## src/rtl/writeback_stage.sv

```systemverilog
// M->W pipeline register with writeback result select, load extraction,
// x0 write suppression and a retired-instruction counter.
module writeback_stage #(
  parameter  int XLEN    = 32,
  parameter  int NUM_SRC = 4,
  parameter  int CNT_W   = 64,
  localparam int SEL_W   = $clog2(NUM_SRC),
  localparam int LSB_W   = $clog2(XLEN / 8)
) (
  input  logic             clk,
  input  logic             rst_n,
  input  logic             stall_w,
  input  logic             flush_w,
  input  logic             valid_m,
  input  logic             reg_write_m,
  input  logic [4:0]       rd_m,
  input  logic [SEL_W-1:0] result_src_m,
  input  logic [2:0]       load_type_m,
  input  logic [LSB_W-1:0] addr_lsb_m,
  input  logic [XLEN-1:0]  alu_result_m,
  input  logic [XLEN-1:0]  read_data_m,
  input  logic [XLEN-1:0]  pc_plus_4m,
  input  logic [XLEN-1:0]  imm_ext_m,
  output logic             valid_w,
  output logic             reg_write_w,
  output logic [4:0]       rd_w,
  output logic [XLEN-1:0]  result_w,
  output logic             misalign_w,
  output logic [CNT_W-1:0] instret
);

  typedef struct packed {
    logic             valid;
    logic             reg_write;
    logic [4:0]       rd;
    logic [SEL_W-1:0] src;
    logic [2:0]       load_type;
    logic [LSB_W-1:0] lsb;
    logic [XLEN-1:0]  alu;
    logic [XLEN-1:0]  rdata;
    logic [XLEN-1:0]  pc4;
    logic [XLEN-1:0]  imm;
  } w_t;

  w_t               w_d, w_q;
  logic [CNT_W-1:0] instret_d, instret_q;
  logic [XLEN-1:0]  sh;
  logic [XLEN-1:0]  load_val;
  logic             aligned;
  logic             misalign;

  always_comb begin
    w_d = w_q;
    if (flush_w) begin
      w_d.valid     = 1'b0;
      w_d.reg_write = 1'b0;
    end else if (!stall_w) begin
      w_d.valid     = valid_m;
      w_d.reg_write = reg_write_m;
      w_d.rd        = rd_m;
      w_d.src       = result_src_m;
      w_d.load_type = load_type_m;
      w_d.lsb       = addr_lsb_m;
      w_d.alu       = alu_result_m;
      w_d.rdata     = read_data_m;
      w_d.pc4       = pc_plus_4m;
      w_d.imm       = imm_ext_m;
    end
    // An instruction is counted on the edge where it leaves W.
    instret_d = instret_q + CNT_W'(w_q.valid & ~stall_w);
  end

  always_ff @(posedge clk or negedge rst_n) begin
    if (!rst_n) begin
      w_q       <= '0;
      instret_q <= '0;
    end else begin
      w_q       <= w_d;
      instret_q <= instret_d;
    end
  end

  // Illegal load types leave load_val as the raw word and aligned=1.
  always_comb begin
    sh       = w_q.rdata >> {w_q.lsb, 3'b000};
    load_val = w_q.rdata;
    aligned  = 1'b1;
    case (w_q.load_type)
      3'b000: load_val = XLEN'($signed(sh[7:0]));
      3'b001: begin
        load_val = XLEN'($signed(sh[15:0]));
        aligned  = ~w_q.lsb[0];
      end
      3'b010: begin
        load_val = XLEN'($signed(sh[31:0]));
        aligned  = (w_q.lsb[1:0] == 2'b00);
      end
      3'b100: load_val = XLEN'(sh[7:0]);
      3'b101: begin
        load_val = XLEN'(sh[15:0]);
        aligned  = ~w_q.lsb[0];
      end
      3'b110: begin
        if (XLEN == 64) begin
          load_val = XLEN'(sh[31:0]);
          aligned  = (w_q.lsb[1:0] == 2'b00);
        end
      end
      3'b011: begin
        if (XLEN == 64) begin
          load_val = sh;
          aligned  = (w_q.lsb == '0);
        end
      end
      default: load_val = w_q.rdata;
    endcase
  end

  assign misalign = w_q.valid & (w_q.src == SEL_W'(1)) & ~aligned;

  always_comb begin
    result_w = '0;
    if (!misalign) begin
      case (int'(w_q.src))
        0:       result_w = w_q.alu;
        1:       result_w = load_val;
        2:       result_w = w_q.pc4;
        3:       result_w = (NUM_SRC > 3) ? w_q.imm : '0;
        default: result_w = '0;
      endcase
    end
  end

  assign valid_w     = w_q.valid;
  assign reg_write_w = w_q.valid & w_q.reg_write & (w_q.rd != 5'd0) & ~misalign;
  assign rd_w        = w_q.rd;
  assign misalign_w  = misalign;
  assign instret     = instret_q;

endmodule

```

## config.mk

```make
export PLATFORM = sky130hd
export DESIGN_NAME = writeback_stage
export DESIGN_NICKNAME = d
export VERILOG_FILES = /design/src/rtl/writeback_stage.sv
export SDC_FILE = /design/constraint.sdc
export NUM_CORES = 1
export LEC_CHECK = 0
export CORE_UTILIZATION = 45
export CTS_CLUSTER_SIZE = 25
export DETAILED_ROUTE_END_ITERATION = 8
export PLACE_DENSITY = 0.74
export RECOVER_POWER = 100
export SLEW_MARGIN = 20
export SYNTH_ARGS = -nofsm -noshare
export SYNTH_HDL_FRONTEND = slang
export SYNTH_SLANG_ARGS = --single-unit
```

## constraint.sdc

```tcl
create_clock -name clk -period 1.9 [get_ports clk]
set_clock_uncertainty 0.05 [all_clocks]
set_input_delay 0.285 -clock clk [delete_from_list [all_inputs] [get_ports clk]]
set_output_delay 0.285 -clock clk [all_outputs]
set_load 0.05 [all_outputs]
```

==> impl_metrics.toml <==
[outcome]
outcome = "finished, violations left"
violations = "negative setup slack"

[finish]
stdcell_area_um2 = 16160
drive_gt1_share_pct = 47.69
syn2layout_area_growth_pct = 57.67
final_cells = 1558
nets = 1406

[die]
die_h_um = 152.9
die_w_um = 152.9
start_util_pct = 46.38
std_cell_rows = 54
core-area_um2 = 22090
die_area_um2 = 23380
ioPinCount = 250

[detailed_routing]
drc = 0
vias = 8748
routedWlPerCell_um = 21.41
firstDrtPassIters = 4
wl_mm = 33.35
drt_iter0_markers = 547
viasPerCell = 5.615
drtAntennaViolNets = 0

[setup_path]
ff2ff_setup_slack_ns = -0.32
cp_data_arrival_time_ns = 2.47
startpoint = "w_q[129]"
worstSetupPathType = "flop to primary output"
worstSetupEndpoint = "result_w[20]"
start_kind = "flop"
cp_max_fo = 16
r2r_cells = 10
r2r-start = "valid_w"
required_ns = 1.56
r2r_end = "instret[62]"
end_kind = "primary output"

[global_routing]
grt_pass1_vias = 9005
grt_usage_pct = 28.38
antenna_found_initial = 4
grt_max_degree = 51
grt_overflow = 0
grt_pass1_wl_mm = 51.85

[logic_synthesis]
synth.top_cell.area_share_pct = 50.31
synth_edf_count = 0
postSynth.asyncResetShare_pct = 100.0
synth_most_common_cell = "dfrtp_1"
synth_top_flop_cell = "dfrtp_1"
synth_top_area_cell = "dfrtp_1"
synth_commonest_cells = "206 x dfrtp_1, 135 x mux2_2, 90 x nand2_1, 55 x o21ai_0, 45 x nor2_1"
yosysUniqueCellTypes = 47
syn-instance-count = 897
syn_nets = 1045
ys_ff_latch = 206
yosysSeqAreaShare_pct = 50.31
synthesis.area_um2 = 10250
synth_warnings = 0
avgSynthCellArea_um2 = 11.42
synth.area.top_cells = "dfrtp_1 50%, mux2_2 15%, mux4_2 3.5%"

[clock_network]
clockBufferDepth = 3
clock_latency_ns = 0.51
cts_tree = "done"
cts_root_buf = "clkbuf_16"
h-tree-depth = 1
clk_pin_slew_ns = 0.06
clock-sinks = 206
numCtsBuffers = 23

[power_and_ir_drop]
p_per_area_nw_per_um2 = 973.2
power.total_w = 0.01572
peakVddDrop_v = 0.0005497
swShare_pct = 33.74
intPower_w = 0.01042
pwr-share-clk_pct = 29.1
leakagePower_nw = 7.002
power_frac_comb_pct = 37.4
p_seq_share_pct = 33.5
p_switching_w = 0.005305

[run]
max-cap-violations = 0

[sta]
slew-limit-headroom_pct = 12.22
rsz0062_at_grt = "yes"
worst_slew_pin_slew_ns = 1.317
hold_viol = 0
finalWorstSetupSlack_ns = -0.9054
min_period_over_period_pct = 147.7
finalMaxSlewViolations = 0
layout_min_cycle_time_ns = 2.805
holdWs_ns = 0.2833
setup_viol = 133
max_freq_mhz = 356.5
fin_tns_setup_ns = -39.63

[placed_design]
port_buffers = 249
dp.cells = 1482
dpl-instance-area_um2 = 14770
dp_hpwl_mm = 23.72
gp_congestion = 0.9213

[min_path]
hp-class = "primary input to flop"
min_from = "pc_plus_4m[9]"
## cell type report
class / count / area [µm²]
inverters: 17 / 67.56
multi-input cells: 619 / 5978
clock buffers: 32 / 669.4
well taps: 280 / 350.3
fillers: 1528 / 5938
diodes: 3 / 7.507
clock inverters: 10 / 106.4
flip-flops and latches: 206 / 5200
repair buffers: 391 / 3776
## sequential cells by signal, indices dropped and copies added, names as in the netlist
| register | flops |
|---|---|
| instret | 64 |
| valid_w | 1 |
| rd_w | 5 |
| w_q | 136 |
## worst max-delay path: stages, from the launching register on
cell,delay (ns)
dfrtp_2,0.41
mux4_2,0.54
nor3b_4,0.17
o21bai_4,0.18
buf_12,0.17
o221ai_4,0.23
a21oi_4,0.10
buf_12,0.16
## repair_timing
action                                  4_1_cts  5_1_grt
setup buffers                                18       15
pin swaps                                    29       34
gates cloned                                  1        0
hold buffers                                  1        0
endpoints found under the hold margin        43        0
resized for setup                           103       53
endpoints found under the setup margin       80       85
## logic make-up (layout without fill, tap and decap cells)
family	count (synthesis)	after routing	share of synthesized area, %
simple gates	251	251	12.65
flops	206	206	50.31
mux	169	169	20.11
compound gates	135	135	8.377
buf+inv	72	450	3.004
xor+xnor	62	62	5.300
fa+ha+maj	2	2	0.2442
other cells	0	3	0
## power groups by stage
stage               clock network, W  logic, W  registers, W
finish                       0.00458   0.00588       0.00527
global route                 0.00485   0.00613       0.00533
CTS                          0.00466   0.00584       0.00525
detailed placement                 0   0.00555       0.00531
global placement                   0   0.00547       0.00529
floorplan                          0   0.00314       0.00533
## metrics by stage
step                utilization (%)  setup WS [ns]
finish                        73.12        -0.9054
global route                  73.11        -0.9520
floorplan                         -        -0.4138
global placement              66.86        -0.3769
CTS                           72.73        -0.9184
detailed placement            66.86        -0.4115
## per-layer routing
layer  GRT usage (%)  share of wire (%)  vias up
met5               0              0.039        -
met2           47.86                 50      295
met3           6.294                6.8       66
li1                -                  -     3954
met4           7.600                2.7        2
met1           36.91                 41     4431
## placed cells by master, fill, tap and decap left out, types with 12 or more instances in the layout
cell type          n
o21ai_0           44
nand2_1           77
mux4_2            16
dlygate4sd2_1     20
nor2_1            22
xnor2_1           29
xor2_1            29
buf_4            101
mux2_2           134
inv_1             16
nand3_1           15
dfrtp_1          170
nor2_4            21
clkbuf_16         23
clkbuf_2          47
buf_6             27
clkdlybuf4s50_1  143
buf_12            37
dfrtp_2           36
mux2i_1           12
a21oi_4           16
nand4_1           19
## worst min path at each step
stage	end	slack [ns]	depth (start not counted)
2_1_floorplan	instret[0]	-0.06	0
3_3_place_gp	w_q[27]	0.22	1
3_5_place_dp	w_q[27]	0.22	1
4_1_cts	w_q[48]	0.25	2
5_1_grt	w_q[41]	0.30	3
6_report	w_q[41]	0.28	3
No activity file was read; power rests on OpenSTA's default activity.
